===== src/rtl/uvma_clknrst_rst_pulse_mon.sv =====
// Reset-line pulse monitor: synchronizes an observed reset, measures each reset/run phase
// in clk cycles and queues one timestamped event per edge in a FWFT valid/ready FIFO.
module uvma_clknrst_rst_pulse_mon #(
    parameter int unsigned MIN_RST_CYCLES = 8,
    parameter int unsigned CNT_W          = 16,
    parameter int unsigned TS_W           = 32,
    parameter int unsigned DEPTH          = 4
) (
    input  logic                       clk,
    input  logic                       reset_n,
    input  logic                       mon_rst_n,
    input  logic                       clr_sticky,
    input  logic                       evt_ready,
    output logic                       evt_valid,
    output logic [1:0]                 evt_kind,
    output logic [CNT_W-1:0]           evt_width,
    output logic [TS_W-1:0]            evt_ts,
    output logic [$clog2(DEPTH):0]     evt_count,
    output logic                       err_short,
    output logic                       overflow
);

    localparam int unsigned AW = $clog2(DEPTH);
    localparam int unsigned CW = AW + 1;

    localparam logic [1:0] KIND_ASSERT   = 2'd0;
    localparam logic [1:0] KIND_DEASSERT = 2'd1;
    localparam logic [1:0] KIND_SHORT    = 2'd2;

    typedef struct packed {
        logic [1:0]       kind;
        logic [CNT_W-1:0] width;
        logic [TS_W-1:0]  ts;
    } evt_t;

    typedef enum logic {
        IN_RST = 1'b0,
        RUN    = 1'b1
    } state_e;

    state_e           state, state_nxt;
    logic             sync1, sync2;
    logic [CNT_W-1:0] cnt;
    logic [TS_W-1:0]  ts;

    logic             push_c;
    logic             set_short_c;
    evt_t             push_data_c;

    evt_t             mem [DEPTH];
    logic [AW-1:0]    wr_ptr, rd_ptr;
    logic [CW-1:0]    count;
    logic             pop_c, full_c, wr_en_c, drop_c;

    // Two-flop synchronizer for the asynchronous observed reset line.
    always_ff @(posedge clk or negedge reset_n) begin
        if (!reset_n) begin
            sync1 <= 1'b0;
            sync2 <= 1'b0;
        end else begin
            sync1 <= mon_rst_n;
            sync2 <= sync1;
        end
    end

    // Phase FSM state register, phase length counter and free-running timestamp.
    always_ff @(posedge clk or negedge reset_n) begin
        if (!reset_n) begin
            state <= IN_RST;
            cnt   <= CNT_W'(1);
            ts    <= '0;
        end else begin
            state <= state_nxt;
            ts    <= ts + TS_W'(1);
            if (push_c) begin
                cnt <= CNT_W'(1);
            end else if (cnt != '1) begin
                cnt <= cnt + CNT_W'(1);
            end
        end
    end

    // Edge detection against the current phase; builds the event to enqueue.
    always_comb begin
        state_nxt         = state;
        push_c            = 1'b0;
        set_short_c       = 1'b0;
        push_data_c.kind  = KIND_ASSERT;
        push_data_c.width = cnt;
        push_data_c.ts    = ts;
        if (state == IN_RST) begin
            if (sync2) begin
                state_nxt = RUN;
                push_c    = 1'b1;
                if (cnt < CNT_W'(MIN_RST_CYCLES)) begin
                    push_data_c.kind = KIND_SHORT;
                    set_short_c      = 1'b1;
                end else begin
                    push_data_c.kind = KIND_DEASSERT;
                end
            end
        end else begin
            if (!sync2) begin
                state_nxt        = IN_RST;
                push_c           = 1'b1;
                push_data_c.kind = KIND_ASSERT;
            end
        end
    end

    assign pop_c   = evt_ready && (count != '0);
    assign full_c  = (count == CW'(DEPTH));
    assign wr_en_c = push_c && (!full_c || pop_c);
    assign drop_c  = push_c && full_c && !pop_c;

    // Event FIFO storage and pointers; a full FIFO still accepts a push when popped.
    always_ff @(posedge clk or negedge reset_n) begin
        if (!reset_n) begin
            for (int i = 0; i < int'(DEPTH); i++) begin
                mem[i] <= '0;
            end
            wr_ptr <= '0;
            rd_ptr <= '0;
            count  <= '0;
        end else begin
            if (wr_en_c) begin
                mem[wr_ptr] <= push_data_c;
                wr_ptr      <= wr_ptr + AW'(1);
            end
            if (pop_c) begin
                rd_ptr <= rd_ptr + AW'(1);
            end
            case ({wr_en_c, pop_c})
                2'b10:   count <= count + CW'(1);
                2'b01:   count <= count - CW'(1);
                default: count <= count;
            endcase
        end
    end

    // Sticky error flags; a new set event takes priority over a clear.
    always_ff @(posedge clk or negedge reset_n) begin
        if (!reset_n) begin
            err_short <= 1'b0;
            overflow  <= 1'b0;
        end else begin
            if (set_short_c) begin
                err_short <= 1'b1;
            end else if (clr_sticky) begin
                err_short <= 1'b0;
            end
            if (drop_c) begin
                overflow <= 1'b1;
            end else if (clr_sticky) begin
                overflow <= 1'b0;
            end
        end
    end

    assign evt_valid = (count != '0);
    assign evt_count = count;
    assign evt_kind  = mem[rd_ptr].kind;
    assign evt_width = mem[rd_ptr].width;
    assign evt_ts    = mem[rd_ptr].ts;

endmodule


===== config.mk =====
export PLATFORM = sky130hd
export DESIGN_NAME = uvma_clknrst_rst_pulse_mon
export DESIGN_NICKNAME = d
export VERILOG_FILES = /design/src/rtl/uvma_clknrst_rst_pulse_mon.sv
export SDC_FILE = /design/constraint.sdc
export NUM_CORES = 1
export LEC_CHECK = 0
export CAP_MARGIN = 20
export CORE_ASPECT_RATIO = 1.1
export CORE_MARGIN = 4
export CORE_UTILIZATION = 40
export CTS_CLUSTER_SIZE = 28
export DETAILED_ROUTE_END_ITERATION = 10
export DONT_BUFFER_PORTS = 1
export HOLD_SLACK_MARGIN = 0.1
export PLACE_DENSITY = 0.51
export SYNTH_ARGS = -nofsm -noshare
export SYNTH_HDL_FRONTEND = slang
export SYNTH_SLANG_ARGS = --single-unit

===== constraint.sdc =====
create_clock -name clk -period 3.1 [get_ports clk]
set_clock_uncertainty 0.2 [all_clocks]
set_input_delay 0.62 -clock clk [delete_from_list [all_inputs] [get_ports clk]]
set_output_delay 0.62 -clock clk [all_outputs]
set_load 0.005 [all_outputs]

==> summary.txt <==
STA
  – Final setup margin: between 0.15 and 0.2 ns
  – Slew @ Worst Pin: 0.607 ns
  – Fin. Hold Viols: 259
  – WHS: -0.419 ns
  – Period utilization: 94.1%
  – RSZ-0062 raised after global routing: false
  – Min cycle time layout: 2.92 ns
  – Final setup violation count: 0
  – TNS Setup: 0 ns
  – Slew headroom: about three fifths
  – Slew Viols, Final: 0
  – Max Fclk: between 0.3 and 0.4 GHz

Logic synthesis
  – Synthesized cell area: ~12,000 um2
  – Register area share after synthesis: 55.0%
  – Yosys warns: 0
  – Leading area contributor after synthesis: dfrtp_1
  – Synth cell types: 52
  – Synth Register Bits: 260
  – Synth top area cells: dfrtp_1, mux2_2, mux4_2
  – Syn nets: roughly 790
  – Syn Area/Cell: between 15 and 20 um2
  – Cell count after synthesis: 780
  – Yosys top cell area share: 54.8%

Floorplanning
  – Core area: approximately 29,000 um2
  – DIE AREA: 32,400 um2
  – DIE HEIGHT: 188 um
  – Die W: ~170 um
  – Starting Density: between 40 and 50%
  – Top-Level Pins: a little over 60
  – FP Rows: 65

CTS
  – Cts repair resizes: 0
  – Max Root-Sink Buffers: 3
  – Clock Sinks: 260
  – Clock Tree Root: clkbuf_16
  – CTS tree: built
  – Post-CTS Setup Bufs: 0
  – Reg clk slew, reported paths: roughly 0.060 ns
  – Clock latency on the worst-skew pair: 0.54 ns
  – # H-tree levels: 1
  – CTS Hold Buffers Added: 1
  – Num CTS Buffers: 28

Global routing
  – Initial antenna violation count: 0
  – Total GRT Usage: 15.4%
  – Total global routing overflow: 0
  – Largest net degree at the start of global routing: 261
  – First-pass GRT wire length: 40,100 um
  – Number of global-route vias before repair: about 7.1k

Final layout
  – Register Area: about 6500 um2
  – Fill cells: around 2.5k
  – Antenna cells: 0
  – Multi-input logic area: 4810 um2
  – Post-layout util: between 40 and 50%
  – Most common cell after layout, fill and taps aside: dfrtp_1
  – Area grow syn2layout: 9.73%
  – Nets: 782
  – Most frequent cells in the layout: dfrtp_1, mux2_2, mux4_2
  – Layout cells sized above 1: about 40%
  – Design area: between 10,000 and 15,000 um2

Worst setup path
  – Critical-path maximum fanout: 19
  – Critical path class: register to output pin
  – WP buf/inv: 1
  – Worst Path Required: between 2 and 2.5 ns
  – Slowest CP cell: dfrtp_4
  – CP arrival: approximately 2.1 ns
  – R2R depth: 6
  – Worst R2R Setup Slack: about 0.73 ns
  – Critical path startpoint category: register
  – Setup crit end kind: output pin
  – CP Cell Sequence: buf_12, mux4_2
  – Delay-heaviest family, CP: flip-flops
  – Crit-path max cell delay: around 0.70 ns
  – RR Startpoint: evt_count[2]
  – FF-to-FF End: mem[13]

Routing
  – Vias: between 6k and 7k
  – DR iter-0 viols: about 360
  – Vias per inst: approximately 5.5
  – Routed WL per cell: around 21 um
  – DR pass1 iterations: 4
  – Final ANT Viol Nets: 0
  – Drt drc: 0
  – Total Wirelength: about 24,000 um

Status
  – Failing checks: negative hold slack
  – Status: finished, violations left

Power and ir drop
  – Leak: just over 0.006 uW
  – Worst vdd ir: about 910 uV
  – Pwr dens: just over 700 nW/um2
  – Design Power: roughly 9400 uW

Placed design
  – Place WS: around 0.60 ns
  – I/O Buffers: 0
  – Final HPWL DP: 15,200 um
  – GP Congestion: 0.781
  – Placed inst area: approximately 12,000 um2

Job
  – Max-cap violations: 0

Hold path
  – Hold WC Path Type: input port to async pin
[synthesized netlist by cell type, drive strengths merged]
master	n
a21oi	9
nor4b	1
nor3	4
and3	4
mux2i	3
o211ai	1
nand2	24
or4	3
a2111o	1
xnor2	22
o31ai	2
nand3	22
a22o	1
nor2	17
ha	6
nand4	10
or4b	1
and4	7
dfrtp	259
xor2	16
a21o	1
o2111ai	1
nor4	11
buf	38
o41ai	1
o311ai	1
o31a	1
o211a	1
clkbuf	24
fa	1
or3	7
mux2	200
and3b	1
o21ai	12
nor3b	4
dfstp	1
inv	12
mux4	50
[final cells by class]
class	count	share of cell area (%)
clock buffers	40	6.06
repair buffers	22	1.77
inverters	12	0.347
multi-input cells	446	37.1
clock inverters	8	0.974
well taps	368	3.55
flip-flops and latches	260	50.2
[registers in the layout, indices dropped and copies added (netlist names), 2 cells and up]
register,flops
rd_ptr,2
evt_count,3
mem,200
ts,32
cnt,16
wr_ptr,2
[worst max-delay path by stage]
stage          slack, ns      start  cells past startpoint            to
6_report            0.18  rd_ptr[0]                      2  evt_width[6]
5_1_grt             0.02  rd_ptr[0]                      2  evt_width[4]
4_1_cts             0.09  rd_ptr[0]                      2    evt_ts[21]
3_5_place_dp        0.60  evt_ready                      6        mem[4]
3_3_place_gp        0.64  evt_ready                      6       mem[49]
2_1_floorplan       0.88  rd_ptr[0]                      3    evt_ts[10]
[power by group]
group | switching (uW) | internal (uW) | leakage (uW)
Combinational | 1010 | 1050 | 0.00212
Sequential | 282 | 3720 | 0.00350
Clock | 1300 | 2000 | 0.000448
[through the flow]
step / hold WS (ns) / cells
floorplan: 0.124 / 780
global placement: 0.137 / 1107
detailed placement: 0.135 / 1107
CTS: -0.448 / 1156
global route: -0.460 / 1156
finish: -0.419 / 1156
[cells by family (layout without fill, tap and decap cells)]
kind of cell | after synthesis | after routing | synth area share [%]
simple gates | 116 | 116 | 6.55
mux | 253 | 253 | 28.8
flops | 260 | 260 | 55.0
compound gates | 32 | 32 | 1.69
fa+ha+maj | 7 | 7 | 0.804
buf+inv | 74 | 82 | 4.25
xor+xnor | 38 | 38 | 2.82
[per-layer routing]
layer  GRT usage [%]  wire length (um)
met1            21.0             10600
met2            25.8             12200
met3            3.19              1150
met4            3.21               341
met5               0                 0
No activity file was read; power rests on OpenSTA's default activity.
